**src/rtl/atm_pkg.sv**
```systemverilog
// Shared encodings and widths for the ATM session controller.
package atm_pkg;

  localparam int unsigned DIGIT_W    = 4;
  localparam int unsigned PIN_DIGITS = 4;
  localparam int unsigned PIN_W      = DIGIT_W * PIN_DIGITS;
  localparam int unsigned BAL_W_DEF  = 8;
  localparam int unsigned STATE_W    = 3;

  typedef enum logic [STATE_W-1:0] {
    ST_IDLE    = 3'd0,
    ST_PIN     = 3'd1,
    ST_CHECK   = 3'd2,
    ST_READY   = 3'd3,
    ST_LOCKOUT = 3'd4
  } state_e;

  // True when the keypad digit is a legal decimal digit.
  function automatic logic is_bcd(input logic [DIGIT_W-1:0] d);
    return d <= DIGIT_W'(9);
  endfunction

endpackage

```
**src/rtl/atm_timeout_ctr.sv**
```systemverilog
// Idle-cycle counter; expired_o flags the last idle cycle before timeout.
module atm_timeout_ctr #(
  parameter int unsigned TIMEOUT = 1000
) (
  input  logic clk,
  input  logic reset,
  input  logic clr_i,
  input  logic en_i,
  output logic expired_o
);

  localparam int unsigned CNT_W = (TIMEOUT > 1) ? $clog2(TIMEOUT) : 1;
  localparam logic [CNT_W-1:0] LAST = CNT_W'(TIMEOUT - 1);

  logic [CNT_W-1:0] cnt_q, cnt_d;

  always_comb begin
    cnt_d = cnt_q;
    if (clr_i) begin
      cnt_d = '0;
    end else if (en_i && (cnt_q != LAST)) begin
      cnt_d = cnt_q + CNT_W'(1);
    end
  end

  always_ff @(posedge clk) begin
    if (reset) begin
      cnt_q <= '0;
    end else begin
      cnt_q <= cnt_d;
    end
  end

  // Decoded from the register only; the controller gates it with its state.
  assign expired_o = (cnt_q == LAST);

endmodule

```
**src/rtl/atm_session_ctrl.sv**
```systemverilog
// ATM session FSM: card/PIN handling, try lockout, balance updates and idle timeout.
module atm_session_ctrl
  import atm_pkg::*;
#(
  parameter int unsigned BAL_W     = BAL_W_DEF,
  parameter logic [15:0] PIN_CODE  = 16'h1234,
  parameter int unsigned MAX_TRIES = 3,
  parameter int unsigned TIMEOUT   = 1000
) (
  input  logic               clk,
  input  logic               reset,
  input  logic               card_in,
  input  logic [DIGIT_W-1:0] pin_digit,
  input  logic               pin_valid,
  input  logic               dep_pulse,
  input  logic               wdr_pulse,
  input  logic               done_btn,
  output logic [BAL_W-1:0]   balance,
  output logic               session_active,
  output logic               locked,
  output logic               err_insuf,
  output logic               err_sat,
  output logic [STATE_W-1:0] state_out
);

  localparam int unsigned TRY_W  = (MAX_TRIES > 0) ? $clog2(MAX_TRIES + 1) : 1;
  localparam int unsigned DCNT_W = (PIN_DIGITS > 1) ? $clog2(PIN_DIGITS) : 1;
  localparam logic [DCNT_W-1:0] LAST_DIGIT = DCNT_W'(PIN_DIGITS - 1);
  localparam logic [BAL_W-1:0]  BAL_MAX    = {BAL_W{1'b1}};
  localparam logic [TRY_W-1:0]  TRY_LIMIT  = TRY_W'(MAX_TRIES);

  state_e             state_q, state_d;
  logic [BAL_W-1:0]   bal_q, bal_d;
  logic [TRY_W-1:0]   tries_q, tries_d;
  logic [DCNT_W-1:0]  dcnt_q, dcnt_d;
  logic [PIN_W-1:0]   shreg_q, shreg_d;
  logic               err_insuf_q, err_insuf_d;
  logic               err_sat_q, err_sat_d;

  logic activity;
  logic to_en;
  logic to_clr;
  logic to_expired;

  assign activity = pin_valid | dep_pulse | wdr_pulse | done_btn;
  assign to_en    = (state_q == ST_PIN) || (state_q == ST_READY);

  always_comb begin
    state_d     = state_q;
    bal_d       = bal_q;
    tries_d     = tries_q;
    dcnt_d      = dcnt_q;
    shreg_d     = shreg_q;
    err_insuf_d = 1'b0;
    err_sat_d   = 1'b0;

    case (state_q)
      ST_IDLE: begin
        if (card_in) state_d = ST_PIN;
      end

      ST_PIN: begin
        if (!card_in) begin
          state_d = ST_IDLE;
        end else if (pin_valid && is_bcd(pin_digit)) begin
          shreg_d = {shreg_q[PIN_W-DIGIT_W-1:0], pin_digit};
          if (dcnt_q == LAST_DIGIT) begin
            state_d = ST_CHECK;
          end else begin
            dcnt_d = dcnt_q + DCNT_W'(1);
          end
        end else if (!activity && to_expired) begin
          state_d = ST_IDLE;
        end
      end

      // Card removal skips the comparison, so it never costs a try.
      ST_CHECK: begin
        if (!card_in) begin
          state_d = ST_IDLE;
        end else if (shreg_q == PIN_W'(PIN_CODE)) begin
          tries_d = '0;
          state_d = ST_READY;
        end else begin
          tries_d = tries_q + TRY_W'(1);
          state_d = (tries_d == TRY_LIMIT) ? ST_LOCKOUT : ST_PIN;
        end
      end

      ST_READY: begin
        if (!card_in) begin
          state_d = ST_IDLE;
        end else begin
          if (dep_pulse && !wdr_pulse) begin
            if (bal_q == BAL_MAX) err_sat_d = 1'b1;
            else                  bal_d     = bal_q + BAL_W'(1);
          end else if (wdr_pulse && !dep_pulse) begin
            if (bal_q == '0) err_insuf_d = 1'b1;
            else             bal_d       = bal_q - BAL_W'(1);
          end
          if (done_btn) begin
            state_d = ST_IDLE;
          end else if (!activity && to_expired) begin
            state_d = ST_IDLE;
          end
        end
      end

      ST_LOCKOUT: begin
        state_d = ST_LOCKOUT;
      end

      default: begin
        state_d = ST_IDLE;
      end
    endcase

    // Every entry into PIN starts a fresh digit sequence.
    if ((state_d == ST_PIN) && (state_q != ST_PIN)) begin
      dcnt_d  = '0;
      shreg_d = '0;
    end
  end

  assign to_clr = !to_en || activity || (state_d != state_q);

  atm_timeout_ctr #(
    .TIMEOUT (TIMEOUT)
  ) u_timeout (
    .clk       (clk),
    .reset     (reset),
    .clr_i     (to_clr),
    .en_i      (to_en),
    .expired_o (to_expired)
  );

  always_ff @(posedge clk) begin
    if (reset) begin
      state_q     <= ST_IDLE;
      bal_q       <= '0;
      tries_q     <= '0;
      dcnt_q      <= '0;
      shreg_q     <= '0;
      err_insuf_q <= 1'b0;
      err_sat_q   <= 1'b0;
    end else begin
      state_q     <= state_d;
      bal_q       <= bal_d;
      tries_q     <= tries_d;
      dcnt_q      <= dcnt_d;
      shreg_q     <= shreg_d;
      err_insuf_q <= err_insuf_d;
      err_sat_q   <= err_sat_d;
    end
  end

  assign balance        = bal_q;
  assign session_active = (state_q == ST_READY);
  assign locked         = (state_q == ST_LOCKOUT);
  assign err_insuf      = err_insuf_q;
  assign err_sat        = err_sat_q;
  assign state_out      = state_q;

endmodule

```
**config.mk**
```make
export PLATFORM = sky130hd
export DESIGN_NAME = atm_session_ctrl
export DESIGN_NICKNAME = d
export VERILOG_FILES = /design/src/rtl/atm_pkg.sv /design/src/rtl/atm_timeout_ctr.sv /design/src/rtl/atm_session_ctrl.sv
export SDC_FILE = /design/constraint.sdc
export NUM_CORES = 1
export LEC_CHECK = 0
export ABC_CLOCK_PERIOD_IN_PS = 2300
export CAP_MARGIN = 20
export CORE_MARGIN = 2
export CORE_UTILIZATION = 45
export CTS_CLUSTER_DIAMETER = 150
export DETAILED_ROUTE_END_ITERATION = 10
export PLACE_DENSITY = 0.73
export SYNTH_ARGS = -nofsm -noshare
export SYNTH_HDL_FRONTEND = slang
export SYNTH_SLANG_ARGS = --single-unit
```
**constraint.sdc**
```tcl
create_clock -name clk -period 2.3 [get_ports clk]
set_clock_uncertainty 0.15 [all_clocks]
set_input_delay 0.46 -clock clk [delete_from_list [all_inputs] [get_ports clk]]
set_output_delay 0.46 -clock clk [all_outputs]
set_load 0.005 [all_outputs]
```
Yosys cells after proc, flatten, opt, wreduce, memory -nomap -nowiden
Cells that the tools add are included.
Word-level totals
  register bits: 43
  latch bits: 0
  RAM bits: 0
  ROM bits: 0
  input port bits: 11
  output and inout bits: 15
  word-level logic and storage cells: 79
  memories kept: 0
Operators by class
  add/sub/neg operators: 5
  multipliers: 0
  divide/modulo/power cells: 0
  magnitude comparators: 1
  eq/ne operators: 15
  shift-type cells: 0
  multiplexer cells: 18
  bitwise operators: 8
  reduce and logical (&&, ||, !) cells: 24
Operator list (number)
  8-bit two-way mux: 4
  3-bit two-way mux: 10
  16-bit by 13-bit equality test with 1-bit output (second input constant): 1
  3-bit case mux with 5 select lines: 1
  10-bit by 1-bit adder with 10-bit output (second input constant): 1
  10-bit equality test (second input constant): 1
  10-bit != test (second input constant): 1
  8-bit by 1-bit adder with 8-bit output (second input constant): 1
  8-bit equality test (second input constant): 1
  8-bit zero test: 1
  8-bit by 1-bit subtractor with 8-bit output (second input constant): 1
  3-bit by 1-bit equality test with 1-bit output (second input constant): 2
  3-bit by 2-bit equality test with 1-bit output (second input constant): 2
  1-bit logical AND: 6
  1-bit NOT: 5
  5-bit AND reduction: 1
  5-bit OR reduction: 1
  2-bit by 1-bit adder with 2-bit output (second input constant): 2
  2-bit equality test (second input constant): 2
  4-bit <= comparator (second input constant): 1
  1-bit zero test: 4
  2-bit != test (second input constant): 2
  4-bit AND reduction: 1
  2-bit OR reduction: 2
  12 further kinds: 17

Logic depth before layout (Yosys ltp)
Gate-level depths: netlist of run 1.
  depth after elaboration: 12
  gate-level depth with buffers: 9
  mapped depth without buffers: 9

Modules after synthesis
From an unflattened synthesis of run 1, not the netlist that was laid out.
Unflattened totals
  cells, all modules: 261
  area, all modules: 2321.0 µm²
By module, submodules not included
  atm_session_ctrl: times used 1, cells each 203, area each 1815.5 µm², sequential area each 660.6 µm²
  atm_timeout_ctr: times used 1, cells each 58, area each 505.5 µm², sequential area each 200.2 µm²

Worst setup path before layout of run 1
OpenSTA, ideal clock, no wires.
  path kind: input -> register
  start point: in wdr_pulse
  end point: reg bal_q[7] (netlist: balance[7])
  setup time: 0.121 ns
  arrival: 2.123 ns
  path slack: -0.094 ns
  stages on the path: 9
  buffers on the path: 0
  path through: inv_1 -> ha_1 -> inv_1 -> ha_1 -> a21oi_1 -> o2111ai_1 -> o211ai_1 -> mux2i_1 -> mux2_2
On the way
  word-level cells in the longest chain between the ends: 4
Ends and longest elaborated chain
  start, declared: RTL line atm_session_ctrl.sv:16  | input logic wdr_pulse,
  1-bit zero test: RTL line atm_session_ctrl.sv:94  | if (dep_pulse && !wdr_pulse) begin
  1-bit logical AND: RTL line atm_session_ctrl.sv:94
  2-bit != test (no line) / 2-bit nonzero test (equally long branches)
  5-bit AND reduction (no line)
  end signal, assigned: RTL line atm_session_ctrl.sv:148  | bal_q <= bal_d;
  end, declared: RTL line atm_session_ctrl.sv:33  | logic [BAL_W-1:0] bal_q, bal_d;
Several ways; a longest one is shown, not always the timed one.
A chain may end at the register's enable or synchronous reset.

Final worst setup path of run 1
Ends and elaborated chain as after synthesis.

==> flow_metrics.env, run 1 <==
export IMPL_placement_io_buffers=25
export IMPL_dp_cells=360
export IMPL_avgSynthCellArea_um2=9.706
export IMPL_clockBufferDepth=2
export IMPL_die_height_um=76.99
export IMPL_path_class="in -> reg"
export IMPL_report_final_slew_viol_count=0
export IMPL_num_vias=1981
export IMPL_dp_hpwl_um=3704
export IMPL_grt_pass1_wl_um=8549
export IMPL_gp_congestion=0.8239
export IMPL_cp_end_kind="flop"
export IMPL_firstDrtPassIters=4
export IMPL_yosys_top_cells_count="dfxtp_1 (43), nor2_1 (28), mux2i_1 (24), inv_1 (12), ha_1 (11)"
export IMPL_ys_ff_latch=43
export IMPL_syn2layout_area_growth_pct=29.49
export IMPL_min_period_over_period=0.9630
export IMPL_total_power_uw=1376
export IMPL_ys_seq_area_frac=0.3591
export IMPL_synth_edf_count=0
export IMPL_cpMaxStageDelayCell="mux2_2"
export IMPL_clk_pin_slew_ns=0.08
export IMPL_route_detailed_drc=0
export IMPL_worst_path_max_fanout=8
export IMPL_grtUsageTotal=0.1743
export IMPL_tightestPinTransition_ns=0.5615
export IMPL_start_util=0.4664
export IMPL_holdPathEnd="tries_q[0]$_SDFFE_PP0P_"
export IMPL_ios=26
export IMPL_numCtsBuffers=5
export IMPL_fmax_mhz=451.5
export IMPL_pre_cts_ws_ns=-0.5274
export IMPL_fin_nets=321
export IMPL_cts_root_buf="clkbuf_8"
export IMPL_grt_pass1_vias=1952
export IMPL_hold_violations=0
export IMPL_setup_viol=0
export IMPL_drtAntennaViolNets=0
export IMPL_synth_top_cell_by_area="dfxtp_1"
export IMPL_coreArea_um2=5140
export IMPL_dieArea_um2=5927
export IMPL_cap_viol_max_count=0
export IMPL_reg2reg_to="shreg_q[5]$_SDFFE_PP0P_"
export IMPL_ir_worst_vdd_mv=0.2985
export IMPL_hp_start="tries_q[0]$_SDFFE_PP0P_"
export IMPL_cp_num_buf_inv=3
export IMPL_first_iter_violations=57
export IMPL_ff_latch_area_um2=862.1
export IMPL_min_period_ns=2.215
export IMPL_worstPathCellList="dlygate4sd2_1, inv_2, ha_4, inv_8, ha_4, nand3_1, o2111ai_2, o211ai_1, mux2i_1, mux2_2"
export IMPL_max_stage_delay_ns=0.34
export IMPL_ys_warn_count=0
export IMPL_die_w_um=76.99
export IMPL_ys_top_cells_by_area="dfxtp_1 (36%), mux2i_1 (10%), ha_1 (5.7%), a211oi_2 (5.2%), nor2_1 (4.4%)"
export IMPL_cts_sinks=43
export IMPL_cp_start_kind="primary input"
export IMPL_layout_setup_ws_ns=0.08515
export IMPL_rows=26
export IMPL_cpMostUsedCell="ha_4"
export IMPL_grt_max_degree=20
export IMPL_synth_top_flop_cell="dfxtp_1"
export IMPL_cts_tree="yes"
export IMPL_r2r_slack_ns=0.31
export IMPL_synth_cell_types=54
export IMPL_antenna_found_initial=0
export IMPL_relSlewSlack=0.6248
export IMPL_yosys_area_top_type_share=0.3591
export IMPL_final_cell_count_no_fill=369
export IMPL_hold_path_depth=2
export IMPL_crit_family="multiplexers"
export IMPL_r2r_cells=6
export IMPL_synthesis_nets=270
export IMPL_outcome="finished clean"
export IMPL_synth_most_common_cell="dfxtp_1"
export IMPL_syn_area_um2=2397
export IMPL_synth_async_sr_flop_share=0
export IMPL_synth_cells=247
export IMPL_drive_gt1_frac=0.2408
export IMPL_routed_wl_um=4967
export IMPL_timing_rr_start="u_timeout.cnt_q[0]$_SDFFE_PP0P_"
export IMPL_htreeDepth=2
export IMPL_crit_required_ns=2.34
export IMPL_diodes=0
export IMPL_powerDensity_nw_per_um2=443.1
export IMPL_insertion_delay_ns=0.30
export IMPL_p_leak_uw=0.001242
export IMPL_grt_ovfl_total=0
export IMPL_crit_arrival_ns=2.26
export IMPL_hold_class="reg -> reg"
export IMPL_vias_per_cell=5.369
export IMPL_multi_input_area_um2=1531
export IMPL_nFillCells=463
export IMPL_routedWlPerCell_um=13.46
## state kept, by name (all words and copies together), names as in the netlist
signal and cells:
shreg_q 16, u_timeout.cnt_q 10, balance 8, state_out 3
dcnt_q 2, tries_q 2, err_insuf 1, err_sat 1
## area by class of cell
| cell class | count | share of cell area |
|---|---|---|
| Tap cell | 70 | 0.02821 |
| Multi-Input combinational cell | 181 | 0.4933 |
| Timing Repair Buffer | 55 | 0.1564 |
| Clock inverter | 2 | 0.004031 |
| Clock buffer | 6 | 0.02338 |
| Inverter | 12 | 0.01693 |
| Sequential cell | 43 | 0.2777 |
## per-stage QoR
stage	cell area [µm²]	utilization	setup TNS [ns]	hold WS (ns)
3_5_place_dp	2945	0.5730	-9.680	0.3055
6_report	3104	0.6039	0	0.3151
2_1_floorplan	2456	-	0	0.2863
4_1_cts	3044	0.5923	0	0.3166
5_1_grt	3104	0.6039	-0.03045	0.3445
3_3_place_gp	2945	0.5730	-8.947	0.2988
## cells in the final DEF (no fill, tap or decap), types with 5 or more instances in the layout
| cell type | instances |
|---|---|
| nand2_1 | 10 |
| xnor2_1 | 7 |
| clkbuf_8 | 5 |
| dfxtp_1 | 42 |
| ha_4 | 7 |
| mux2i_1 | 24 |
| clkdlybuf4s50_1 | 23 |
| nand3_1 | 8 |
| a211oi_1 | 9 |
| nand4_1 | 7 |
| nor2_1 | 28 |
| buf_4 | 29 |
| a211oi_2 | 10 |
| xor2_1 | 9 |
| inv_1 | 10 |
## worst max path at each step
stage / startpoint / end / slack, ns / cells after the start
after floorplan: wdr_pulse / balance[7]$_SDFFE_PP0P_ / 0.03 / 9
after global placement: wdr_pulse / balance[7]$_SDFFE_PP0P_ / -0.45 / 9
after detailed placement: wdr_pulse / balance[7]$_SDFFE_PP0P_ / -0.53 / 9
after CTS: u_timeout.cnt_q[0]$_SDFFE_PP0P_ / shreg_q[5]$_SDFFE_PP0P_ / 0.01 / 6
after global routing: wdr_pulse / balance[7]$_SDFFE_PP0P_ / -0.03 / 10
final: wdr_pulse / balance[7]$_SDFFE_PP0P_ / 0.09 / 10
## power breakdown
part | switching, µW | internal, µW | leakage (µW) | total (µW)
Combinational | 77.1 | 75.4 | 0.000854 | 153
Clock | 260 | 212 | 0.0000412 | 473
Sequential | 4.23 | 746 | 0.000347 | 750
## repair_timing
action                     CTS  global route
setup endpoints to repair    8            21
hold buffers                 0             0
pin swaps                    0             1
buffers inserted             0             1
resized for setup            6             9
## kinds of logic (layout without fill, tap and decap cells)
group           after synthesis  in the layout  synth area share
fa+ha+maj                    12             12           0.06576
mux                          25             25            0.1049
compound gates               42             42            0.1545
buf+inv                      23             75           0.05167
simple gates                 86             86            0.2056
flops                        43             43            0.3591
xor+xnor                     16             16           0.05846
## per-layer routing
| layer | GRT usage | up-vias | share of wire | routed length [µm] |
|---|---|---|---|---|
| met4 | 0.05714 | 0 | 0.015 | 75 |
| met1 | 0.2134 | 945 | 0.47 | 2318 |
| met5 | 0 | - | 0 | 0 |
| met3 | 0.03882 | 9 | 0.025 | 125 |
| met2 | 0.3026 | 21 | 0.49 | 2447 |
| li1 | - | 1006 | - | - |
## tightest hold or removal path: stages, from the launching register on
cell,delay [ns]
dfxtp_1,0.32
nand2_1,0.05
a21oi_1,0.05
No activity file was read; power rests on OpenSTA's default activity.
==> inputs of run 2 (changes only) <==
--- a/config.mk
+++ b/config.mk
@@ -5,13 +5,14 @@
 export SDC_FILE = /design/constraint.sdc
 export NUM_CORES = 1
 export LEC_CHECK = 0
-export ABC_CLOCK_PERIOD_IN_PS = 2300
+export ABC_CLOCK_PERIOD_IN_PS = 2250
 export CAP_MARGIN = 20
 export CORE_MARGIN = 2
 export CORE_UTILIZATION = 45
 export CTS_CLUSTER_DIAMETER = 150
 export DETAILED_ROUTE_END_ITERATION = 10
-export PLACE_DENSITY = 0.73
+export PLACE_DENSITY = 0.71
+export SLEW_MARGIN = 20
 export SYNTH_ARGS = -nofsm -noshare
 export SYNTH_HDL_FRONTEND = slang
 export SYNTH_SLANG_ARGS = --single-unit
==> constraint.sdc (replaced) <==
create_clock -name clk -period 2.25 [get_ports clk]
set_clock_uncertainty 0.15 [all_clocks]
set_input_delay 0.45 -clock clk [delete_from_list [all_inputs] [get_ports clk]]
set_output_delay 0.45 -clock clk [all_outputs]
set_load 0.005 [all_outputs]
==> flow_metrics.env, run 2 (synthesis gave the netlist of run 1 again) <==
export IMPL_rsz0062_at_grt="no"
export IMPL_reg2reg_to="dcnt_q[1]$_SDFFE_PP0P_"
export IMPL_cap_viol_max_count=0
export IMPL_diodes=0
export IMPL_insertion_delay_ns=0.30
export IMPL_numCtsBuffers=5
export IMPL_finalSetupTns_ns=0
export IMPL_p_leak_uw=0.001274
export IMPL_grt_pass1_vias=1971
export IMPL_die_w_um=76.99
export IMPL_path_class="reg -> out"
export IMPL_routed_wl_um=5219
export IMPL_path_depth=5
export IMPL_r2r_slack_ns=0.10
export IMPL_crit_end="locked"
export IMPL_fin_nets=324
export IMPL_min_period_ns=2.161
export IMPL_route_detailed_drc=0
export IMPL_max_stage_delay_ns=0.49
export IMPL_cp_start_kind="flop"
export IMPL_final_common_cell="dfxtp_1"
export IMPL_clockBufferDepth=2
export IMPL_htreeDepth=2
export IMPL_worst_path_max_fanout=6
export IMPL_grt_ovfl_total=0
export IMPL_tightestPinTransition_ns=0.5631
export IMPL_num_vias=2017
export IMPL_report_final_slew_viol_count=0
export IMPL_place_area_um2=2998
export IMPL_drive_gt1_frac=0.2649
export IMPL_placement_io_buffers=25
export IMPL_final_cell_mix="dfxtp_1 (41), buf_4 (32), nor2_1 (28), mux2i_1 (24), clkdlybuf4s50_1 (23)"
export IMPL_outcome="finished clean"
export IMPL_routedWlPerCell_um=14.03
export IMPL_worstPathCellList="buf_4, nor2_1, nand2_1, inv_1, clkdlybuf4s50_1"
export IMPL_dieArea_um2=5927
export IMPL_final_cell_area_um2=3156
export IMPL_clk_pin_slew_ns=0.08
export IMPL_crit_required_ns=1.65
export IMPL_postCtsHoldBufs=0
export IMPL_grtUsageTotal=0.1819
export IMPL_nFillCells=465
export IMPL_min_period_over_period=0.9604
export IMPL_cp_num_buf_inv=3
export IMPL_cts_tree="yes"
export IMPL_drtAntennaViolNets=0
export IMPL_antenna_found_initial=0
export IMPL_postLayoutCoreUtil=0.6139
export IMPL_hold_class="reg -> reg"
export IMPL_total_power_uw=1541
export IMPL_cts_root_buf="clkbuf_8"
export IMPL_grt_max_degree=27
export IMPL_largest_reg_flops=16
export IMPL_gp_congestion=0.7680
export IMPL_dp_hpwl_um=3786
export IMPL_setup_viol=0
export IMPL_crit_arrival_ns=1.56
export IMPL_fmax_mhz=462.8
export IMPL_ios=26
export IMPL_cpMaxStageDelayCell="clkdlybuf4s50_1"
export IMPL_cts_sinks=43
export IMPL_first_iter_violations=96
export IMPL_rows=26
export IMPL_die_height_um=76.99
export IMPL_coreArea_um2=5140
export IMPL_syn2layout_area_growth_pct=31.63
export IMPL_hold_violations=0
export IMPL_vias_per_cell=5.422
export IMPL_crit_family="buffers and inverters"
export IMPL_firstDrtPassIters=4
export IMPL_r2r_cells=6
export IMPL_powerDensity_nw_per_um2=488.4
export IMPL_top_register="shreg_q"
export IMPL_grt_pass1_wl_um=8949
export IMPL_relSlewSlack=0.6237
export IMPL_crit_start="state_out[1]$_SDFF_PP0_"
export IMPL_cp_end_kind="output port"
export IMPL_start_util=0.4664
export IMPL_timing_rr_start="u_timeout.cnt_q[1]$_SDFFE_PP0P_"
export IMPL_ir_worst_vdd_mv=0.2769
==> run 2: cell types whose count changed in the layout (fill, tap and decap cells not counted), sizes merged <==
cell,before,now
bufinv,0,1
dlygate4sd2,2,0
clkbuf,6,7
buf,30,33
==> run 2: worst min path at each step <==
stage / startpoint / endpoint / cells after the start
after floorplan: tries_q[0]$_SDFFE_PP0P_ / tries_q[0]$_SDFFE_PP0P_ / 2
after global placement: tries_q[0]$_SDFFE_PP0P_ / tries_q[0]$_SDFFE_PP0P_ / 2
after detailed placement: tries_q[0]$_SDFFE_PP0P_ / tries_q[0]$_SDFFE_PP0P_ / 2
after CTS: tries_q[0]$_SDFFE_PP0P_ / tries_q[0]$_SDFFE_PP0P_ / 2
after global routing: tries_q[0]$_SDFFE_PP0P_ / tries_q[0]$_SDFFE_PP0P_ / 2
final: tries_q[0]$_SDFFE_PP0P_ / tries_q[0]$_SDFFE_PP0P_ / 2
==> run 2: power breakdown <==
part | leakage (µW) | switching, µW | total, µW | internal [µW]
combinational | 0.000872 | 79.3 | 157 | 77.4
clock | 0.0000548 | 283 | 618 | 334
sequential | 0.000348 | 4.30 | 767 | 762
==> run 2: metrics by stage <==
stage / setup slack [ns] / hold WS [ns] / cells
after floorplan: 0.03127 / 0.2863 / 247
after global placement: -0.4803 / 0.2954 / 364
after detailed placement: -0.5287 / 0.3067 / 364
after CTS: 0.02294 / 0.3183 / 372
after global routing: 0.005371 / 0.3465 / 372
final: 0.08906 / 0.3157 / 372
==> run 2: layer usage <==
metal / vias up / global-route usage / wire (µm)
met5: - / 0 / 0
met4: 0 / 0.04286 / 55
met3: 8 / 0.03176 / 157
met2: 35 / 0.2974 / 2487
met1: 968 / 0.2504 / 2517
li1: 1006 / - / -
==> run 2: timing repair <==
item | 4_1_cts | 5_1_grt
resized for setup | 7 | 14
setup buffers | 0 | 0
setup endpoints to repair | 23 | 7
pin swaps | 0 | 4
==> run 2: worst reg2reg max path, delay by kind of cell (launching register included) <==
family | cells | cell delay, ns
compound gates | 2 | 0.74
simple gates | 3 | 0.62
fa+ha+maj | 1 | 0.20
flops | 1 | 0.35
==> run 2: final cells by class <==
| cell class | instances | area, µm² | share of cell area |
|---|---|---|---|
| clock buffers | 5 | 68.82 | 0.02181 |
| clock inverters | 3 | 46.29 | 0.01467 |
| flip-flops and latches | 43 | 865.8 | 0.2744 |
| multi-input cells | 181 | 1529 | 0.4845 |
| well taps | 70 | 87.58 | 0.02776 |
| inverters | 12 | 57.56 | 0.01824 |
| repair buffers | 58 | 500.5 | 0.1586 |
==> inputs of run 3 (changes only) <==
--- a/config.mk
+++ b/config.mk
@@ -5,8 +5,7 @@
 export SDC_FILE = /design/constraint.sdc
 export NUM_CORES = 1
 export LEC_CHECK = 0
-export ABC_CLOCK_PERIOD_IN_PS = 2250
-export CAP_MARGIN = 20
+export ABC_CLOCK_PERIOD_IN_PS = 2450
 export CORE_MARGIN = 2
 export CORE_UTILIZATION = 45
 export CTS_CLUSTER_DIAMETER = 150
==> constraint.sdc (replaced) <==
create_clock -name clk -period 2.45 [get_ports clk]
set_clock_uncertainty 0.15 [all_clocks]
set_input_delay 0.49 -clock clk [delete_from_list [all_inputs] [get_ports clk]]
set_output_delay 0.49 -clock clk [all_outputs]
set_load 0.005 [all_outputs]
==> flow_metrics.env, run 3 (synthesis gave the netlist of run 1 again) <==
export IMPL_start_util=0.4664
export IMPL_gp_congestion=0.7943
export IMPL_whs_ns=0.3159
export IMPL_worstPathCellList="nor2b_1, and2_1, clkdlybuf4s50_1"
export IMPL_setup_viol=0
export IMPL_grt_pass1_wl_um=8763
export IMPL_grt_pass1_vias=1937
export IMPL_grt_ovfl_total=0
export IMPL_report_final_slew_viol_count=0
export IMPL_grt_max_degree=27
export IMPL_reg2reg_to="shreg_q[0]$_SDFFE_PP0P_"
export IMPL_routedWlPerCell_um=14.18
export IMPL_final_common_cell="dfxtp_1"
export IMPL_clockBufferDepth=2
export IMPL_hold_path_depth=2
export IMPL_cts_tree="yes"
export IMPL_cts_sinks=43
export IMPL_diodes=0
export IMPL_largest_reg_flops=16
export IMPL_routed_wl_um=5204
export IMPL_coreArea_um2=5140
export IMPL_p_seq_frac=0.547
export IMPL_fmax_mhz=447.6
export IMPL_firstDrtPassIters=4
export IMPL_antenna_found_initial=0
export IMPL_r2r_cells=6
export IMPL_ir_worst_vdd_mv=0.3321
export IMPL_outcome="finished clean"
export IMPL_cap_viol_max_count=0
export IMPL_grtUsageTotal=0.1789
export IMPL_p_sw_uw=319.8
export IMPL_clock_power_share=0.343
export IMPL_die_w_um=76.99
export IMPL_min_period_over_period=0.9119
export IMPL_holdPathEnd="tries_q[0]$_SDFFE_PP0P_"
export IMPL_max_stage_delay_ns=0.50
export IMPL_num_vias=1970
export IMPL_crit_arrival_ns=1.59
export IMPL_r2r_slack_ns=0.30
export IMPL_cp_start_kind="flop"
export IMPL_clk_pin_slew_ns=0.08
export IMPL_crit_family="buffers and inverters"
export IMPL_top_register="shreg_q"
export IMPL_rows=26
export IMPL_postLayoutCoreUtil=0.5969
export IMPL_numCtsBuffers=5
export IMPL_hp_start="tries_q[0]$_SDFFE_PP0P_"
export IMPL_first_iter_violations=107
export IMPL_rsz0062_at_grt="no"
export IMPL_tightestPinTransition_ns=0.5592
export IMPL_drtAntennaViolNets=0
export IMPL_powerDensity_nw_per_um2=420.0
export IMPL_fin_nets=319
export IMPL_htreeDepth=2
export IMPL_final_cell_count_no_fill=367
export IMPL_cts_root_buf="clkbuf_8"
export IMPL_postCtsSetupBuffers=0
export IMPL_vias_per_cell=5.368
export IMPL_route_detailed_drc=0
export IMPL_placement_io_buffers=25
export IMPL_ios=26
export IMPL_crit_required_ns=1.81
export IMPL_drive_gt1_frac=0.2357
export IMPL_cp_num_buf_inv=1
export IMPL_timing_rr_start="u_timeout.cnt_q[0]$_SDFFE_PP0P_"
export IMPL_sw_frac_of_total=0.2482
export IMPL_p_comb_frac=0.110
export IMPL_hold_violations=0
export IMPL_min_period_ns=2.234
export IMPL_worst_path_max_fanout=9
export IMPL_final_cell_mix="dfxtp_1 (42), nor2_1 (28), buf_4 (27), mux2i_1 (24), clkdlybuf4s50_1 (23)"
export IMPL_insertion_delay_ns=0.30
export IMPL_dp_hpwl_um=3599
export IMPL_p_leak_uw=0.001242
export IMPL_cpMaxStageDelayCell="clkdlybuf4s50_1"
export IMPL_syn2layout_area_growth_pct=27.97
export IMPL_dieArea_um2=5927
export IMPL_dp_cells=359
export IMPL_die_height_um=76.99
export IMPL_cp_end_kind="output port"
export IMPL_hold_class="reg -> reg"
export IMPL_power_internal_uw=968.7
export IMPL_path_class="reg -> out"
export IMPL_relSlewSlack=0.6263
-- run 3: cell types whose count changed in the layout (fill, tap and decap cells not counted), moves of 2 or more --
cell | before | now
clkbuf_2 | 2 | 0
ha_4 | 7 | 4
buf_4 | 32 | 27
ha_1 | 4 | 6
-- run 3: metrics by stage --
step                      instance area (µm²)  power, µW  setup WS (ns)  setup TNS, ns
final                                    3068       1288         0.2157              0
after detailed placement                 2879      852.4        -0.5622         -5.667
after CTS                                3024       1294       0.007264              0
after global placement                   2879      849.6        -0.5198         -5.121
after floorplan                          2397      799.8        0.02642              0
after global routing                     3068       1336        0.09879              0
-- run 3: power groups by stage --
stage	clock, µW	combinational [µW]	sequential (µW)
after floorplan	0	81.8	718
after global placement	0	129	721
after detailed placement	0	131	721
after CTS	452	138	704
after global routing	476	154	705
final	442	142	705
-- run 3: how the worst max path moves through the flow --
| stage | from | to | slack, ns | depth (start not counted) |
|---|---|---|---|---|
| 4_1_cts | wdr_pulse | balance[7]$_SDFFE_PP0P_ | 0.007 | 9 |
| 6_report | state_out[0]$_SDFF_PP0_ | session_active | 0.22 | 3 |
| 2_1_floorplan | wdr_pulse | balance[7]$_SDFFE_PP0P_ | 0.03 | 9 |
| 3_3_place_gp | wdr_pulse | balance[7]$_SDFFE_PP0P_ | -0.52 | 10 |
| 3_5_place_dp | wdr_pulse | balance[7]$_SDFFE_PP0P_ | -0.56 | 10 |
| 5_1_grt | state_out[0]$_SDFF_PP0_ | session_active | 0.1 | 3 |
-- run 3: timing repair --
action,CTS,global route
setup endpoints to repair,4,20
hold buffers,0,0
pin swaps,2,1
resized for setup,12,10
-- run 3: cell type report --
cell class              count  area (µm²)
repair buffers             53       474.2
inverters                  12       52.55
multi-input cells         181        1506
clock inverters             2       12.51
flip-flops and latches     43       862.1
fillers                   480        2072
well taps                  70       87.58
clock buffers               6       72.57
-- run 3: metal layers --
| layer | vias to the layer above | global-route usage | share of wire | routed length [µm] |
|---|---|---|---|---|
| met5 | - | 0 | 0 | 0 |
| met1 | 929 | 0.2290 | 0.48 | 2473 |
| met2 | 32 | 0.3088 | 0.48 | 2516 |
| li1 | 1004 | - | - | - |
| met4 | 0 | 0.05000 | 0.0077 | 40 |
| met3 | 5 | 0.03176 | 0.033 | 174 |
-- run 3: tightest hold or removal path, stage by stage, from the launching register on --
cell and delay (ns):
dfxtp_1 0.32, nand2_1 0.05, a21oi_1 0.05
